--- config.mk ---
export PLATFORM = sky130hd
export DESIGN_NAME = instr_encoder
export DESIGN_NICKNAME = d
export VERILOG_FILES = /design/src/rtl/riscv_pkg.sv /design/src/rtl/instr_field_packer.sv /design/src/rtl/instr_encoder.sv
export SDC_FILE = /design/constraint.sdc
export NUM_CORES = 1
export LEC_CHECK = 0
export CORE_MARGIN = 3
export CORE_UTILIZATION = 52
export DETAILED_ROUTE_END_ITERATION = 6
export PLACE_DENSITY = 0.8
export SLEW_MARGIN = 0
export SYNTH_ARGS = -nofsm -noshare
export SYNTH_HDL_FRONTEND = slang
export SYNTH_SLANG_ARGS = --single-unit
--- constraint.sdc ---
create_clock -name clk -period 2.3 [get_ports clk]
set_input_delay 0.46 -clock clk [delete_from_list [all_inputs] [get_ports clk]]
set_output_delay 0.46 -clock clk [all_outputs]
set_load 0.005 [all_outputs]
--- src/rtl/riscv_pkg.sv ---
// Shared RV32I definitions: opcodes, encoder field classes and encoder FSM states.
// The opcode constants are also used by the main control decoder.
package riscv_pkg;

    localparam logic [6:0] OP_LOAD   = 7'b0000011;
    localparam logic [6:0] OP_STORE  = 7'b0100011;
    localparam logic [6:0] OP_RTYPE  = 7'b0110011;
    localparam logic [6:0] OP_BRANCH = 7'b1100011;
    localparam logic [6:0] OP_ITYPE  = 7'b0010011;
    localparam logic [6:0] OP_JAL    = 7'b1101111;
    localparam logic [6:0] OP_JALR   = 7'b1100111;

    localparam logic [2:0] CLS_LOAD   = 3'd0;
    localparam logic [2:0] CLS_STORE  = 3'd1;
    localparam logic [2:0] CLS_RTYPE  = 3'd2;
    localparam logic [2:0] CLS_BRANCH = 3'd3;
    localparam logic [2:0] CLS_ITYPE  = 3'd4;
    localparam logic [2:0] CLS_JAL    = 3'd5;
    localparam logic [2:0] CLS_JALR   = 3'd6;
    localparam logic [2:0] CLS_RSVD   = 3'd7;

    typedef enum logic [1:0] {
        ST_IDLE = 2'd0,
        ST_ENC  = 2'd1,
        ST_WR   = 2'd2,
        ST_FULL = 2'd3
    } enc_state_t;

endpackage

--- src/rtl/instr_field_packer.sv ---
// Combinational RV32I packer: turns a decoded field bundle into an instruction word
// and flags bundles that cannot be encoded (bad class, immediate out of range/misaligned).
module instr_field_packer
    import riscv_pkg::*;
(
    input  logic [2:0]  cls,
    input  logic [4:0]  rd,
    input  logic [4:0]  rs1,
    input  logic [4:0]  rs2,
    input  logic [2:0]  funct3,
    input  logic        f7b5,
    input  logic [31:0] imm,
    output logic [31:0] word,
    output logic        err
);

    logic signed [31:0] simm;
    logic               fits_i;
    logic               fits_b;
    logic               fits_j;
    logic               is_shift;

    assign simm     = imm;
    assign fits_i   = (simm >= -32'sd2048) && (simm <= 32'sd2047);
    assign fits_b   = (simm >= -32'sd4096) && (simm <= 32'sd4094) && !imm[0];
    assign fits_j   = (simm >= -32'sd1048576) && (simm <= 32'sd1048574) && !imm[0];
    assign is_shift = (funct3 == 3'b001) || (funct3 == 3'b101);

    always_comb begin
        word = '0;
        err  = 1'b0;
        case (cls)
            CLS_LOAD: begin
                word = {imm[11:0], rs1, funct3, rd, OP_LOAD};
                err  = !fits_i;
            end
            CLS_STORE: begin
                word = {imm[11:5], rs2, rs1, funct3, imm[4:0], OP_STORE};
                err  = !fits_i;
            end
            CLS_RTYPE: begin
                word = {1'b0, f7b5, 5'b00000, rs2, rs1, funct3, rd, OP_RTYPE};
            end
            CLS_BRANCH: begin
                word = {imm[12], imm[10:5], rs2, rs1, funct3, imm[4:1], imm[11], OP_BRANCH};
                err  = !fits_b;
            end
            CLS_ITYPE: begin
                // Shifts reuse the upper immediate bits as a funct7 and take only a 5-bit shamt
                if (is_shift) begin
                    word = {1'b0, f7b5, 5'b00000, imm[4:0], rs1, funct3, rd, OP_ITYPE};
                    err  = (imm[31:5] != 27'd0);
                end else begin
                    word = {imm[11:0], rs1, funct3, rd, OP_ITYPE};
                    err  = !fits_i;
                end
            end
            CLS_JAL: begin
                word = {imm[20], imm[10:1], imm[11], imm[19:12], rd, OP_JAL};
                err  = !fits_j;
            end
            CLS_JALR: begin
                word = {imm[11:0], rs1, 3'b000, rd, OP_JALR};
                err  = !fits_i;
            end
            default: begin
                word = '0;
                err  = 1'b1;
            end
        endcase
    end

endmodule

--- src/rtl/instr_encoder.sv ---
// Sequential RV32I encoder: accepts a field bundle, encodes it over three cycles and
// writes the word to instruction memory at an auto-incrementing address.
module instr_encoder
    import riscv_pkg::*;
#(
    parameter int ADDR_W = 8
) (
    input  logic              clk,
    input  logic              rst_n,
    input  logic              start,
    input  logic              in_valid,
    output logic              in_ready,
    input  logic [2:0]        in_class,
    input  logic [4:0]        in_rd,
    input  logic [4:0]        in_rs1,
    input  logic [4:0]        in_rs2,
    input  logic [2:0]        in_funct3,
    input  logic              in_f7b5,
    input  logic [31:0]       in_imm,
    output logic              mem_we,
    output logic [ADDR_W-1:0] mem_addr,
    output logic [31:0]       mem_wdata,
    output logic [ADDR_W:0]   count,
    output logic              err,
    output logic              full
);

    enc_state_t  state, state_d;
    logic        accept;

    logic [2:0]  cls_q;
    logic [4:0]  rd_q, rs1_q, rs2_q;
    logic [2:0]  f3_q;
    logic        f7b5_q;
    logic [31:0] imm_q;

    logic [31:0] pack_word, word_q;
    logic        pack_err, enc_err_q;

    assign full     = (state == ST_FULL);
    assign in_ready = (state == ST_IDLE) && !full && !start;
    assign accept   = in_valid && in_ready;

    instr_field_packer u_packer (
        .cls    (cls_q),
        .rd     (rd_q),
        .rs1    (rs1_q),
        .rs2    (rs2_q),
        .funct3 (f3_q),
        .f7b5   (f7b5_q),
        .imm    (imm_q),
        .word   (pack_word),
        .err    (pack_err)
    );

    always_ff @(posedge clk or negedge rst_n) begin
        if (!rst_n) begin
            state <= ST_IDLE;
        end else begin
            state <= state_d;
        end
    end

    // start overrides every transition, aborting an encode before it reaches memory
    always_comb begin
        state_d = state;
        if (start) begin
            state_d = ST_IDLE;
        end else begin
            case (state)
                ST_IDLE: if (accept) state_d = ST_ENC;
                ST_ENC:  state_d = ST_WR;
                ST_WR: begin
                    if (!enc_err_q && (mem_addr == '1)) state_d = ST_FULL;
                    else                                state_d = ST_IDLE;
                end
                ST_FULL: state_d = ST_FULL;
                default: state_d = ST_IDLE;
            endcase
        end
    end

    always_ff @(posedge clk or negedge rst_n) begin
        if (!rst_n) begin
            cls_q     <= '0;
            rd_q      <= '0;
            rs1_q     <= '0;
            rs2_q     <= '0;
            f3_q      <= '0;
            f7b5_q    <= 1'b0;
            imm_q     <= '0;
            word_q    <= '0;
            enc_err_q <= 1'b0;
        end else begin
            if (accept) begin
                cls_q  <= in_class;
                rd_q   <= in_rd;
                rs1_q  <= in_rs1;
                rs2_q  <= in_rs2;
                f3_q   <= in_funct3;
                f7b5_q <= in_f7b5;
                imm_q  <= in_imm;
            end
            if (state == ST_ENC) begin
                word_q    <= pack_word;
                enc_err_q <= pack_err;
            end
        end
    end

    // Address and count advance the cycle after the strobe so they stay put during the write
    always_ff @(posedge clk or negedge rst_n) begin
        if (!rst_n) begin
            mem_we    <= 1'b0;
            mem_addr  <= '0;
            mem_wdata <= '0;
            count     <= '0;
            err       <= 1'b0;
        end else begin
            mem_we <= 1'b0;
            if (start) begin
                mem_addr <= '0;
                count    <= '0;
                err      <= 1'b0;
            end else begin
                if (state == ST_WR) begin
                    if (enc_err_q) begin
                        err <= 1'b1;
                    end else begin
                        mem_we    <= 1'b1;
                        mem_wdata <= word_q;
                    end
                end
                if (mem_we) begin
                    mem_addr <= mem_addr + ADDR_W'(1);
                    count    <= count + (ADDR_W + 1)'(1);
                end
            end
        end
    end

endmodule

Yosys cells after proc, flatten, opt, wreduce, memory -nomap -nowiden:

Index checks and enable logic that the tools add are counted.

* muxes and demuxes: 18
* shift operators: 0
* div/mod/pow operators: 0
* reduce and logical (&&, ||, !) cells: 26
* multipliers: 0
* magnitude comparators: 6
* $add $sub $neg: 2
* bitwise operators: 2
* equal/unequal tests: 13

Operators with widths (count)
* 32-bit one-hot mux with 7 select lines: 1
* 32-bit by 12-bit greater-or-equal comparator with 1-bit output (second input constant): 1
* 32-bit by 13-bit greater-or-equal comparator with 1-bit output (second input constant): 1
* 32-bit by 21-bit greater-or-equal comparator with 1-bit output (second input constant): 1
* 32-bit by 12-bit less-or-equal comparator with 1-bit output (second input constant): 1
* 32-bit by 13-bit less-or-equal comparator with 1-bit output (second input constant): 1
* 32-bit by 21-bit less-or-equal comparator with 1-bit output (second input constant): 1
* 32-bit two-way mux: 1
* 27-bit nonzero test: 1
* 9-bit two-way mux: 2
* 8-bit two-way mux: 2
* 3-bit == test (second input constant): 4
* 9-bit by 1-bit adder with 9-bit output (second input constant): 1
* 1-bit logical AND: 9
* 8-bit by 1-bit adder with 8-bit output (second input constant): 1
* 8-bit == test (second input constant): 1
* 2-bit one-hot mux with 4 select lines: 1
* 1-bit logical NOT: 7
* 1-bit two-way mux: 7
* 3-bit by 1-bit == test with 1-bit output (second input constant): 2
* 3-bit by 2-bit == test with 1-bit output (second input constant): 2
* 2-bit two-way mux: 3
* 2-bit nonzero test: 3
* 1-bit one-hot mux with 5 select lines: 1
* 10 further kinds: 12

* register bits: 140
* memory bits (read-only): 0
* RAM bits: 0
* input bits: 58
* output and inout bits: 53
* memories kept: 0
* latch bits: 0
* logic and storage cells: 82

Logic depth before layout (Yosys ltp):

* depth after elaboration: 8
* depth in mapped cells: 7
* depth with buffers taken out: 6

Modules after synthesis:

Synthesis repeated with hierarchy kept, for this count alone.

* cell total of the unflattened synthesis: 475
* area, all modules: 6496.2 um2

By module, submodules not included
* instr_encoder: times used 1, sequential area each 3503.4 um2, cells each 350, area each 5708.0 um2
* instr_field_packer: times used 1, sequential area each 0.0 um2, cells each 125, area each 788.3 um2

Least setup slack after synthesis:

OpenSTA, ideal clock, no wires.

* kind: in2reg
* start: in start
* end: reg f3_q[0]
* library setup time: 128 ps
* data required time: 2172 ps
* cell stages on the path: 6
* path buffers: 3
* data arrival time: 1639 ps
* setup slack: 534 ps
* cell sequence: buf_2 -> nor3_1 -> and2_1 -> buf_4 -> buf_4 -> mux2_1

* cells in the longest elaborated chain, start to end: 3

Ends and longest elaborated chain
* start: declaration: line instr_encoder.sv:10 `input logic start,`
* 1-bit logical NOT: line instr_encoder.sv:41 `assign in_ready = (state == ST_IDLE) && !full && !start;`
* 1-bit logical AND: line instr_encoder.sv:41
* via in_ready: line instr_encoder.sv:12 `output logic in_ready,`
* 1-bit logical AND: line instr_encoder.sv:42 `assign accept = in_valid && in_ready;`
* end signal: assignment: line instr_encoder.sv:100 `f3_q <= in_funct3;`
* end: declaration: line instr_encoder.sv:33 `logic [2:0] f3_q;`

The timed path passes the listed nets, and every way through them passes these cells.
A chain may end at the register's enable or synchronous reset.

Worst setup path after layout:

* start: reg state[0]
* end: out full

* cells in the longest elaborated chain, start to end: 1

Ends and longest elaborated chain
* start: declaration: line instr_encoder.sv:28 `enc_state_t state, state_d;`
* start signal: assignment: line instr_encoder.sv:60 `state <= state_d;`
* 2-bit == test: line instr_encoder.sv:40 `assign full = (state == ST_FULL);`
* end: declaration: line instr_encoder.sv:25 `output logic full`

No other way between the ends.

==> metrics <==
Slew HR=0.559; post-DP HPWL=9500 microns; Worst path slowest cell=clkdlybuf4s50_1; Core Box Area=10900 sq um; largest cells by area after synthesis=dfrtp_1 59%, mux2_2 11%, mux2_1 4.8%; clock tree buffer depth=2; Fillers=750; htree depth=4; Avg Inst Size Synth=12.0 sq um; critical path arrival=1.69 ns; asr flop ratio synth=1.00; Crit Reg-Reg Startpoint=imm_q[11]$_DFFE_PN0P_; DRC errors left=0; Crit path buffers/inverters=2; ANT cells=0; Synth Register Bits=138; Mapped Area=5870 sq um; Tcrit/Tclk final=0.933; post-synthesis cell count=489; crit start category=flip-flop; first-pass GRT wire length=22600 microns; TritonRoute pass-1 iters=6; final hold vios=0; Largest stage delay, worst path=0.52 ns; vias in the first global route=4404; fin crit period=2.15 ns; Clk Latency, worst-skew pair=0.42 ns; Distinct cells, synth=46; die area=12600 sq um; Max FO, Critical Path=6; Sequential Power Share=0.431; Design Power=7.71 mW; YS warnings=0; Comb power frac=0.170; status=finished clean; Iter 0 DRT Violations=397; die height=112 microns; largest net degree at the start of global routing=73; Max Used Layer=met4; Layout Nets=665; worst reg2reg path depth=5; worst vdd ir=456 uV; Main synth FF type=dfrtp_1; Area Growth Syn to Fin=33.6%; Worst-path clk slew=0.06 ns; Max Cap Viol=0; CTS Root Buffer Type=clkbuf_16; ANT nets after route=0; Slew Limit Fails=0; Int Pwr=5.78 mW; top post-synthesis cells by count=138 x dfrtp_1, 58 x mux2_2, 50 x nor2_1; CTS buffer count=17; Power Density=983 nW/um^2; Routed WL per cell=18.0 microns; f_max=0.466 GHz; Met1 Routed Length=5540 microns; I/O pin count=111; Design Area, Final=7840 sq um; initial antenna violation count=0; post-synth top area share=0.589; Sw Pwr=1.93 mW; Net Count, Synth=549; clock network fraction of design power=0.399; RSZ-0062 raised after global routing=no; final setup skew=0.00794 ns; post-DR vias/cell=5.69; # rows=38; hold_ws=0.0290 ns; met2 routed WL=7140 microns; setup bufs post-CTS=0; global route overflow=0; Data required, critical path=1.84 ns; setup TNS=0 ns; crit end category=primary output; critical path class=reg2out; final setup vio count=0; routed wl met3=835 microns; Hold Buf Count CTS=0; Initial Util=0.536; routed wire length=13700 microns; CTS sink count=138; All-Layer GR Usage=0.228; flop-to-flop setup slack=0.38 ns; post-CTS resize count=0; crit-path cells=inv_1 > nor2_1 > clkdlybuf4s50_1; critical path's top delay family=buffers and inverters; Cell Area, Placed=7170 sq um; Worst Hold Class=in2async; register area share after synthesis=0.589; Synth area leader=dfrtp_1; Pleak=3.35 nW; layout cells sized above 1=0.175; reg2reg end=enc_err_q$_DFFE_PN0N_; IO buf count=110; Vias=4310; Least-Margin Pin Slew=0.658 ns; count leader, synth=dfrtp_1; Util after Layout=0.717; sw frac=0.251; gpl congestion=0.839; CTS tree=yes; die width=112 microns; Post-synth EDFFs=0
[power by group through the flow]
| stage | Combinational (mW) | Sequential (mW) | Clock, mW |
|---|---|---|---|
| after global routing | 1.44 | 3.39 | 3.23 |
| after floorplan | 0.749 | 3.21 | 0 |
| after detailed placement | 1.30 | 3.35 | 0 |
| final | 1.31 | 3.32 | 3.08 |
| after global placement | 1.25 | 3.31 | 0 |
| after CTS | 1.32 | 3.31 | 3.12 |
[per-stage QoR]
stage | instances | worst slack (ns)
floorplan | 489 | 0.534
CTS | 757 | 0.141
global placement | 726 | 0.170
detailed placement | 726 | 0.162
finish | 757 | 0.155
global route | 757 | 0.0518
[cells by family (layout without fill, tap and decap cells)]
kind of cell / after synthesis / after routing / synth area share
AOI/OAI and AO/OA: 73 / 73 / 0.0826
muxes: 85 / 85 / 0.163
and+or+nand+nor: 144 / 144 / 0.116
buffers and inverters: 35 / 163 / 0.0275
adders and majority gates: 2 / 2 / 0.00427
xor gates and xnor gates: 12 / 12 / 0.0179
DFF: 138 / 138 / 0.589
[layer usage]
layer,up-vias,GRT usage
li1,1969,-
met3,11,0.0668
met5,-,0
met1,2185,0.294
met4,0,0.0649
met2,145,0.377
[area by class of cell]
cell class / instances / area, sq um / share of cell area
repair buffers: 125 / 1250 / 0.160
well taps: 140 / 175 / 0.0223
multi-input cells: 316 / 2260 / 0.288
clock buffers: 19 / 453 / 0.0578
inverters: 7 / 26.3 / 0.00335
flip-flops and latches: 138 / 3450 / 0.441
clock inverters: 12 / 220 / 0.0281
[flip-flops by register name (all words and copies together), names as in the netlist, 2 cells and up]
| name | count |
|---|---|
| cls_q | 3 |
| count | 9 |
| f3_q | 3 |
| imm_q | 32 |
| mem_addr | 8 |
| mem_wdata | 31 |
| rd_q | 5 |
| rs1_q | 5 |
| rs2_q | 5 |
| state | 2 |
| word_q | 31 |
[how the worst max path moves through the flow]
stage | from | slack, ns | end | cells past startpoint
final | state[0]$_DFFE_PN0P_ | 0.15 | full | 3
after global routing | state[0]$_DFFE_PN0P_ | 0.05 | full | 3
after CTS | state[0]$_DFFE_PN0P_ | 0.14 | full | 3
after detailed placement | start | 0.16 | imm_q[31]$_DFFE_PN0P_ | 5
after global placement | start | 0.17 | imm_q[15]$_DFFE_PN0P_ | 5
after floorplan | start | 0.53 | f3_q[0]$_DFFE_PN0P_ | 6
[placed cells by master, fill, tap and decap left out, types with 7 or more instances in the layout]
cell type,count
nand4_1,8
nand2_1,43
xor2_1,7
nor2_1,50
inv_1,7
buf_4,12
clkbuf_16,17
clkdlybuf4s50_1,109
dfrtp_1,138
mux2_2,58
a21oi_1,11
a221oi_1,10
mux2_1,25
o21ai_0,22
(Power assumes the default switching activity.)
